## config.mk

```make
export PLATFORM = sky130hd
export DESIGN_NAME = multicycle_control
export DESIGN_NICKNAME = d
export VERILOG_FILES = /design/src/rtl/multicycle_control_pkg.sv /design/src/rtl/multicycle_control_classifier.sv /design/src/rtl/multicycle_control.sv
export SDC_FILE = /design/constraint.sdc
export NUM_CORES = 1
export LEC_CHECK = 0
export CORE_ASPECT_RATIO = 1.2
export CORE_UTILIZATION = 43
export DETAILED_ROUTE_END_ITERATION = 6
export GPL_TIMING_DRIVEN = 1
export PLACE_DENSITY = 0.79
export RECOVER_POWER = 25
export SLEW_MARGIN = 20
export SYNTH_ARGS = -nofsm -noshare
export SYNTH_HDL_FRONTEND = slang
export SYNTH_SLANG_ARGS = --single-unit
```

## constraint.sdc

```tcl
create_clock -name clk -period 2.61 [get_ports clk]
set_input_delay 0.522 -clock clk [delete_from_list [all_inputs] [get_ports clk]]
set_output_delay 0.522 -clock clk [all_outputs]
set_load 0.02 [all_outputs]
```

## src/rtl/multicycle_control_pkg.sv

```systemverilog
// Shared types and encodings for the multi-cycle RV32I sequencing controller.
//   state_t       : controller FSM states
//   instr_class_t : instruction class produced by opcode_classifier
//   OP_*          : RV32I major opcodes supported by the controller
//   ALU_*         : alu_op encodings driven towards the ALU control
//   ASEL_*        : auipc_lui (ALU A-input mux) select encodings
package multicycle_pkg;

  typedef enum logic [2:0] {
    S_BOOT,
    S_FETCH,
    S_DECODE,
    S_EXECUTE,
    S_MEM,
    S_WRITEBACK,
    S_HALT
  } state_t;

  typedef enum logic [2:0] {
    CL_R,
    CL_IMM,
    CL_LOAD,
    CL_STORE,
    CL_BRANCH,
    CL_LUI,
    CL_AUIPC,
    CL_ILLEGAL
  } instr_class_t;

  localparam logic [6:0] OP_R      = 7'b0110011;
  localparam logic [6:0] OP_IMM    = 7'b0010011;
  localparam logic [6:0] OP_LOAD   = 7'b0000011;
  localparam logic [6:0] OP_STORE  = 7'b0100011;
  localparam logic [6:0] OP_BRANCH = 7'b1100011;
  localparam logic [6:0] OP_LUI    = 7'b0110111;
  localparam logic [6:0] OP_AUIPC  = 7'b0010111;

  localparam logic [1:0] ALU_ADD   = 2'b00;
  localparam logic [1:0] ALU_SUB   = 2'b01;
  localparam logic [1:0] ALU_FUNCT = 2'b10;

  localparam logic [1:0] ASEL_PC   = 2'd0;
  localparam logic [1:0] ASEL_ZERO = 2'd1;
  localparam logic [1:0] ASEL_RS1  = 2'd2;

endpackage

```

## src/rtl/multicycle_control_classifier.sv

```systemverilog
// opcode_classifier: combinational map from latched opcode/funct3 to an
// instruction class and a legal flag.
//   i_opcode [6:0] : latched instruction opcode
//   i_funct3 [2:0] : latched funct3 field
//   o_class        : instruction class (CL_ILLEGAL when not supported)
//   o_legal        : 1 when the instruction is supported
module opcode_classifier
  import multicycle_pkg::*;
(
  input  logic [6:0]   i_opcode,
  input  logic [2:0]   i_funct3,
  output instr_class_t o_class,
  output logic         o_legal
);

  always_comb begin
    o_class = CL_ILLEGAL;
    o_legal = 1'b0;
    case (i_opcode)
      OP_R:      begin o_class = CL_R;     o_legal = 1'b1; end
      OP_IMM:    begin o_class = CL_IMM;   o_legal = 1'b1; end
      OP_LOAD:   begin o_class = CL_LOAD;  o_legal = 1'b1; end
      OP_STORE:  begin o_class = CL_STORE; o_legal = 1'b1; end
      OP_LUI:    begin o_class = CL_LUI;   o_legal = 1'b1; end
      OP_AUIPC:  begin o_class = CL_AUIPC; o_legal = 1'b1; end
      OP_BRANCH: begin
        // Only BEQ/BNE: the datapath offers nothing but the Zero flag.
        if (i_funct3 == 3'b000 || i_funct3 == 3'b001) begin
          o_class = CL_BRANCH;
          o_legal = 1'b1;
        end
      end
      default: ;
    endcase
  end

endmodule

```

## src/rtl/multicycle_control.sv

```systemverilog
// multicycle_control: multi-cycle sequencing controller for the RV32I core.
// Steps each instruction through FETCH/DECODE/EXECUTE/MEM/WRITEBACK and
// drives the datapath strobes as Moore outputs of the state plus the
// latched opcode/funct3 (the branch decision also uses the ALU Zero flag).
// Ports:
//   clk, rst (async, active-high)
//   instr[31:0], zero, mem_ack                      : inputs
//   pc_write, pc_sel, ir_write, reg_write           : PC/IR/regfile strobes
//   mem_req, mem_read, mem_write, mem_to_reg        : data memory handshake
//   alu_src, auipc_lui[1:0], alu_op[1:0]            : ALU input/op selects
//   busy, error                                     : status
// Optional: define MULTICYCLE_CONTROL_PERF_EN to add cycle_count[31:0] and
// instret_count[31:0] performance counters.
module multicycle_control
  import multicycle_pkg::*;
#(
  parameter int MEM_TIMEOUT = 16,
  parameter int CNT_W       = 8
) (
  input  logic        clk,
  input  logic        rst,
  input  logic [31:0] instr,
  input  logic        zero,
  input  logic        mem_ack,
  output logic        pc_write,
  output logic        pc_sel,
  output logic        ir_write,
  output logic        reg_write,
  output logic        mem_req,
  output logic        mem_read,
  output logic        mem_write,
  output logic        mem_to_reg,
  output logic        alu_src,
  output logic [1:0]  auipc_lui,
  output logic [1:0]  alu_op,
  output logic        busy,
`ifdef MULTICYCLE_CONTROL_PERF_EN
  output logic [31:0] cycle_count,
  output logic [31:0] instret_count,
`endif
  output logic        error
);

  // Last MEM cycle allowed before timing out: the counter starts at 0 on
  // MEM entry, so MEM_TIMEOUT MEM cycles elapse before HALT.
  localparam logic [CNT_W-1:0] TIMEOUT_LAST = CNT_W'(MEM_TIMEOUT - 1);

  state_t             r_state;
  logic [6:0]         r_opcode;
  logic [2:0]         r_funct3;
  logic [CNT_W-1:0]   r_cnt;
  logic               r_error;
  instr_class_t       w_class;
  logic               w_legal;
  logic               w_take;
  logic               w_unused_instr;

  assign w_unused_instr = &{1'b0, instr[31:15], instr[11:7]};

  opcode_classifier u_classifier (
    .i_opcode (r_opcode),
    .i_funct3 (r_funct3),
    .o_class  (w_class),
    .o_legal  (w_legal)
  );

  // BEQ takes on zero, BNE (funct3[0]=1) on not-zero.
  assign w_take = zero ^ r_funct3[0];

  always_ff @(posedge clk or posedge rst) begin
    if (rst) begin
      r_state  <= S_BOOT;
      r_opcode <= '0;
      r_funct3 <= '0;
      r_cnt    <= '0;
      r_error  <= 1'b0;
    end else begin
      case (r_state)
        S_BOOT: r_state <= S_FETCH;
        S_FETCH: begin
          r_opcode <= instr[6:0];
          r_funct3 <= instr[14:12];
          r_state  <= S_DECODE;
        end
        S_DECODE: begin
          if (w_legal) begin
            r_state <= S_EXECUTE;
          end else begin
            r_state <= S_HALT;
            r_error <= 1'b1;
          end
        end
        S_EXECUTE: begin
          case (w_class)
            CL_LOAD, CL_STORE: begin
              r_state <= S_MEM;
              r_cnt   <= '0;
            end
            CL_BRANCH: r_state <= S_FETCH;
            default:   r_state <= S_WRITEBACK;
          endcase
        end
        S_MEM: begin
          // Ack is checked first so a same-cycle ack beats the timeout.
          if (mem_ack) begin
            r_state <= (w_class == CL_LOAD) ? S_WRITEBACK : S_FETCH;
          end else if (r_cnt == TIMEOUT_LAST) begin
            r_state <= S_HALT;
            r_error <= 1'b1;
          end else begin
            r_cnt <= r_cnt + CNT_W'(1);
          end
        end
        S_WRITEBACK: r_state <= S_FETCH;
        S_HALT:      r_state <= S_HALT;
        default:     r_state <= S_BOOT;
      endcase
    end
  end

  always_comb begin
    pc_write   = 1'b0;
    pc_sel     = 1'b0;
    ir_write   = 1'b0;
    reg_write  = 1'b0;
    mem_req    = 1'b0;
    mem_read   = 1'b0;
    mem_write  = 1'b0;
    mem_to_reg = 1'b0;
    alu_src    = 1'b0;
    auipc_lui  = ASEL_PC;
    alu_op     = ALU_ADD;
    busy       = 1'b0;
    case (r_state)
      S_FETCH: begin
        ir_write = 1'b1;
        pc_write = 1'b1;
      end
      S_DECODE: busy = 1'b1;
      S_EXECUTE: begin
        busy = 1'b1;
        case (w_class)
          CL_R: begin
            auipc_lui = ASEL_RS1;
            alu_op    = ALU_FUNCT;
          end
          CL_IMM: begin
            alu_src   = 1'b1;
            auipc_lui = ASEL_RS1;
            alu_op    = ALU_FUNCT;
          end
          CL_LOAD, CL_STORE: begin
            alu_src   = 1'b1;
            auipc_lui = ASEL_RS1;
          end
          CL_BRANCH: begin
            auipc_lui = ASEL_RS1;
            alu_op    = ALU_SUB;
            pc_write  = w_take;
            pc_sel    = w_take;
          end
          CL_LUI: begin
            alu_src   = 1'b1;
            auipc_lui = ASEL_ZERO;
          end
          CL_AUIPC: alu_src = 1'b1;
          default: ;
        endcase
      end
      S_MEM: begin
        busy      = 1'b1;
        mem_req   = 1'b1;
        mem_read  = (w_class == CL_LOAD);
        mem_write = (w_class == CL_STORE);
      end
      S_WRITEBACK: begin
        busy       = 1'b1;
        reg_write  = 1'b1;
        mem_to_reg = (w_class == CL_LOAD);
      end
      default: ;
    endcase
  end

  assign error = r_error;

`ifdef MULTICYCLE_CONTROL_PERF_EN
  logic r_dummy_unused;
  logic w_retire;

  // Transitions into FETCH from EXECUTE, MEM or WRITEBACK.
  assign w_retire = ((r_state == S_EXECUTE) && (w_class == CL_BRANCH)) ||
                    ((r_state == S_MEM) && mem_ack && (w_class == CL_STORE)) ||
                    (r_state == S_WRITEBACK);

  always_ff @(posedge clk or posedge rst) begin
    if (rst) begin
      cycle_count   <= '0;
      instret_count <= '0;
    end else begin
      if (r_state != S_BOOT && r_state != S_HALT) begin
        cycle_count <= cycle_count + 32'd1;
      end
      if (w_retire) begin
        instret_count <= instret_count + 32'd1;
      end
    end
  end
`endif

endmodule

```

==> impl_metrics.toml <==
[clocking]
cts_max_level = 1
root_buffer = "clkbuf_4"
clockBufferDepth = 2
clk_latency_ns = 0.31
clk_pin_slew_ns = 0.12
clock_sinks = 22
cts_buffers = 3
cts.hold.buffers_added = 0
cts_tree = "done"

[finish]
drive_above_1_share_pct = 33.3
final_cell_mix = "dfrtp_1, clkdlybuf4s50_1, buf_4"
finalNetCount = 206
design_area_um2 = 1720
syn_to_final_growth_pct = 34.8
fillers = 233
instances_no_fill = 202
layout.cells.most_common = "dfrtp_1"
diodes = 0

[synth]
yosysTopAreaCell = "dfrtp_1"
syn_inst = 125
async_flop_share_pct = 100
ys_types = 39
yosysWarnings = 0
postSynthNetCount = 162
postSynthRegisterBits = 22
synth_area_leaders = "dfrtp_1, mux2_2, nor2_1"
syn_avg_cell_area_um2 = 10.2
yosysSeqAreaShare_pct = 43.1
synth-edff-count = 0
synth_top_area_share_pct = 43.1
mappedNetlistArea_um2 = 1280
synthFlopType = "dfrtp_1"

[sta]
fin_setup_tns_ns = 0
fmax_mhz = 388
rsz0062_at_grt = "yes"
hold_viol = 0
tightest_slew_ns = 1.21
slew_headroom_pct = 19.6
finalMaxSlewViolations = 0
fin_crit_sh_pct = 98.7
skew_ns = 0.00618
layout_min_cycle_time_ns = 2.58
setup_viol = 0

[routing]
wl_um = 2850
wire_per_inst_um = 14.1
drt-pass1-iter-count = 4
ant_nets = 0
via_count = 1112
drtIter0Drc = 42
avgViaCountPerCell = 5.50
drc = 0

[grt]
grt_pass1_vias = 1082
overflow = 0
grt_max_degree = 23
antenna_found_initial = 0
grtUsageTotal_pct = 20.0
grt_pass1_wl_um = 4660

[worst_setup_path]
slowest_delay_ns = 0.54
start_kind = "flop"
path_cells = "or4b_4, or3b_4, buf_6, and3_4, buf_6"
crit_top_cell = "buf_6"
cp_data_arrival_time_ns = 2.06
critPathCaptureType = "output pin"
path_class = "reg -> out"
cp.required_ns = 2.09
critical_path.max_fanout = 3
cp_slowest_cell = "or4b_4"

[placed_design]
io_buffer_count = 28
place_congestion = 0.848
placed_cell_area_um2 = 1670
dpl.hpwl_um = 2140
dpl.cell_count = 196

[floorplan]
ios = 51
dieWidth_um = 51.8
die_y_um = 61.7
rows = 21
dieArea_um2 = 3200
start_util_pct = 45.5
fp.coreArea_um2 = 2810

[job]
cap_violations = 0

[power_and_ir_drop]
p_leak_uw = 0.000732
power_density_nw_per_um2 = 966
ir_worst_vdd_mv = 0.625
total_power_uw = 1670

[min_path]
min_path_type = "reg -> reg"

[run_status]
status = "finished, final reports clean"
-- power by group --
group,total (uW),internal [uW],switching (uW)
logic,867,447,420
registers,609,479,130
clock network,188,85.3,103
total,1670,1010,653
-- critical path, delay by kind of cell, from the launching register on --
| kind | cells | cell delay [ns] |
|---|---|---|
| flip-flops | 1 | 0.39 |
| buffers and inverters | 2 | 0.25 |
| AND/OR/NAND/NOR | 3 | 1.10 |
-- cell families (layout without fill, tap and decap cells) --
family / after synthesis / count (layout) / share of synthesized area (%)
simple gates: 58 / 58 / 28.6
flops: 22 / 22 / 43.1
compound gates: 15 / 15 / 8.22
mux: 13 / 13 / 11.2
buf+inv: 11 / 54 / 4.60
xor+xnor: 5 / 5 / 3.42
fa+ha+maj: 1 / 1 / 0.978
-- metrics by stage --
step	setup WS (ns)	util, %	hold WS (ns)
after floorplan	0.120	-	0.471
after global placement	-0.104	59.4	0.461
after detailed placement	-0.122	59.4	0.472
after CTS	0.00277	61.0	0.502
after global routing	-0.0188	61.3	0.534
final	0.0327	61.3	0.492
-- final timing paths --
check	depth (start not counted)	end	startpoint	slack, ns
max in group asynchronous	3	r_state[0]	rst	0.80
worst min-delay path	2	error	error	0.49
worst max-delay path	5	alu_src	r_funct3[2]	0.03
min in group asynchronous	3	r_cnt[2]	rst	1.02
worst min register to register	2	error	error	0.49
worst max register to register	7	r_state[2]	r_funct3[2]	0.64
-- final cells by class --
class	instances	area, um2	area share (%)
multi-input combinational	92	691	40.1
inverter	6	22.5	1.31
clock buffer	4	36.3	2.10
timing repair buffer	44	380	22.1
sequential	22	552	32.0
tap	34	42.5	2.47
-- cells in the mapped netlist (all sizes together), types with 2 or more instances --
cell / number
nand3: 3
a21oi: 5
nand2b: 4
buf: 4
a211oi: 2
nor3: 6
nor3b: 2
xnor2: 5
inv: 6
dfrtp: 22
o211ai: 2
mux2: 10
o21ai: 2
or2: 3
a31oi: 2
or4b: 2
or3: 2
nand2: 9
mux2i: 3
nand3b: 2
nor2: 15
nor4: 6
-- metal layers --
layer	track usage (%)	routed length, um	vias up
met5	0	0	-
met4	10.8	69	0
met3	3.41	153	7
met2	34.5	1470	46
met1	24.0	1160	529
li1	-	-	530
-- registers in the layout (all words and copies together), names as in the netlist --
name,flops
r_opcode,7
error,1
r_state,3
r_cnt,8
r_funct3,3
-- repair_timing --
item                       in CTS  in global routing
gates resized for setup        37                  8
setup buffers                   1                  1
setup endpoints to repair      11                  8
pin swaps                       2                  1
(Power assumes the default switching activity.)
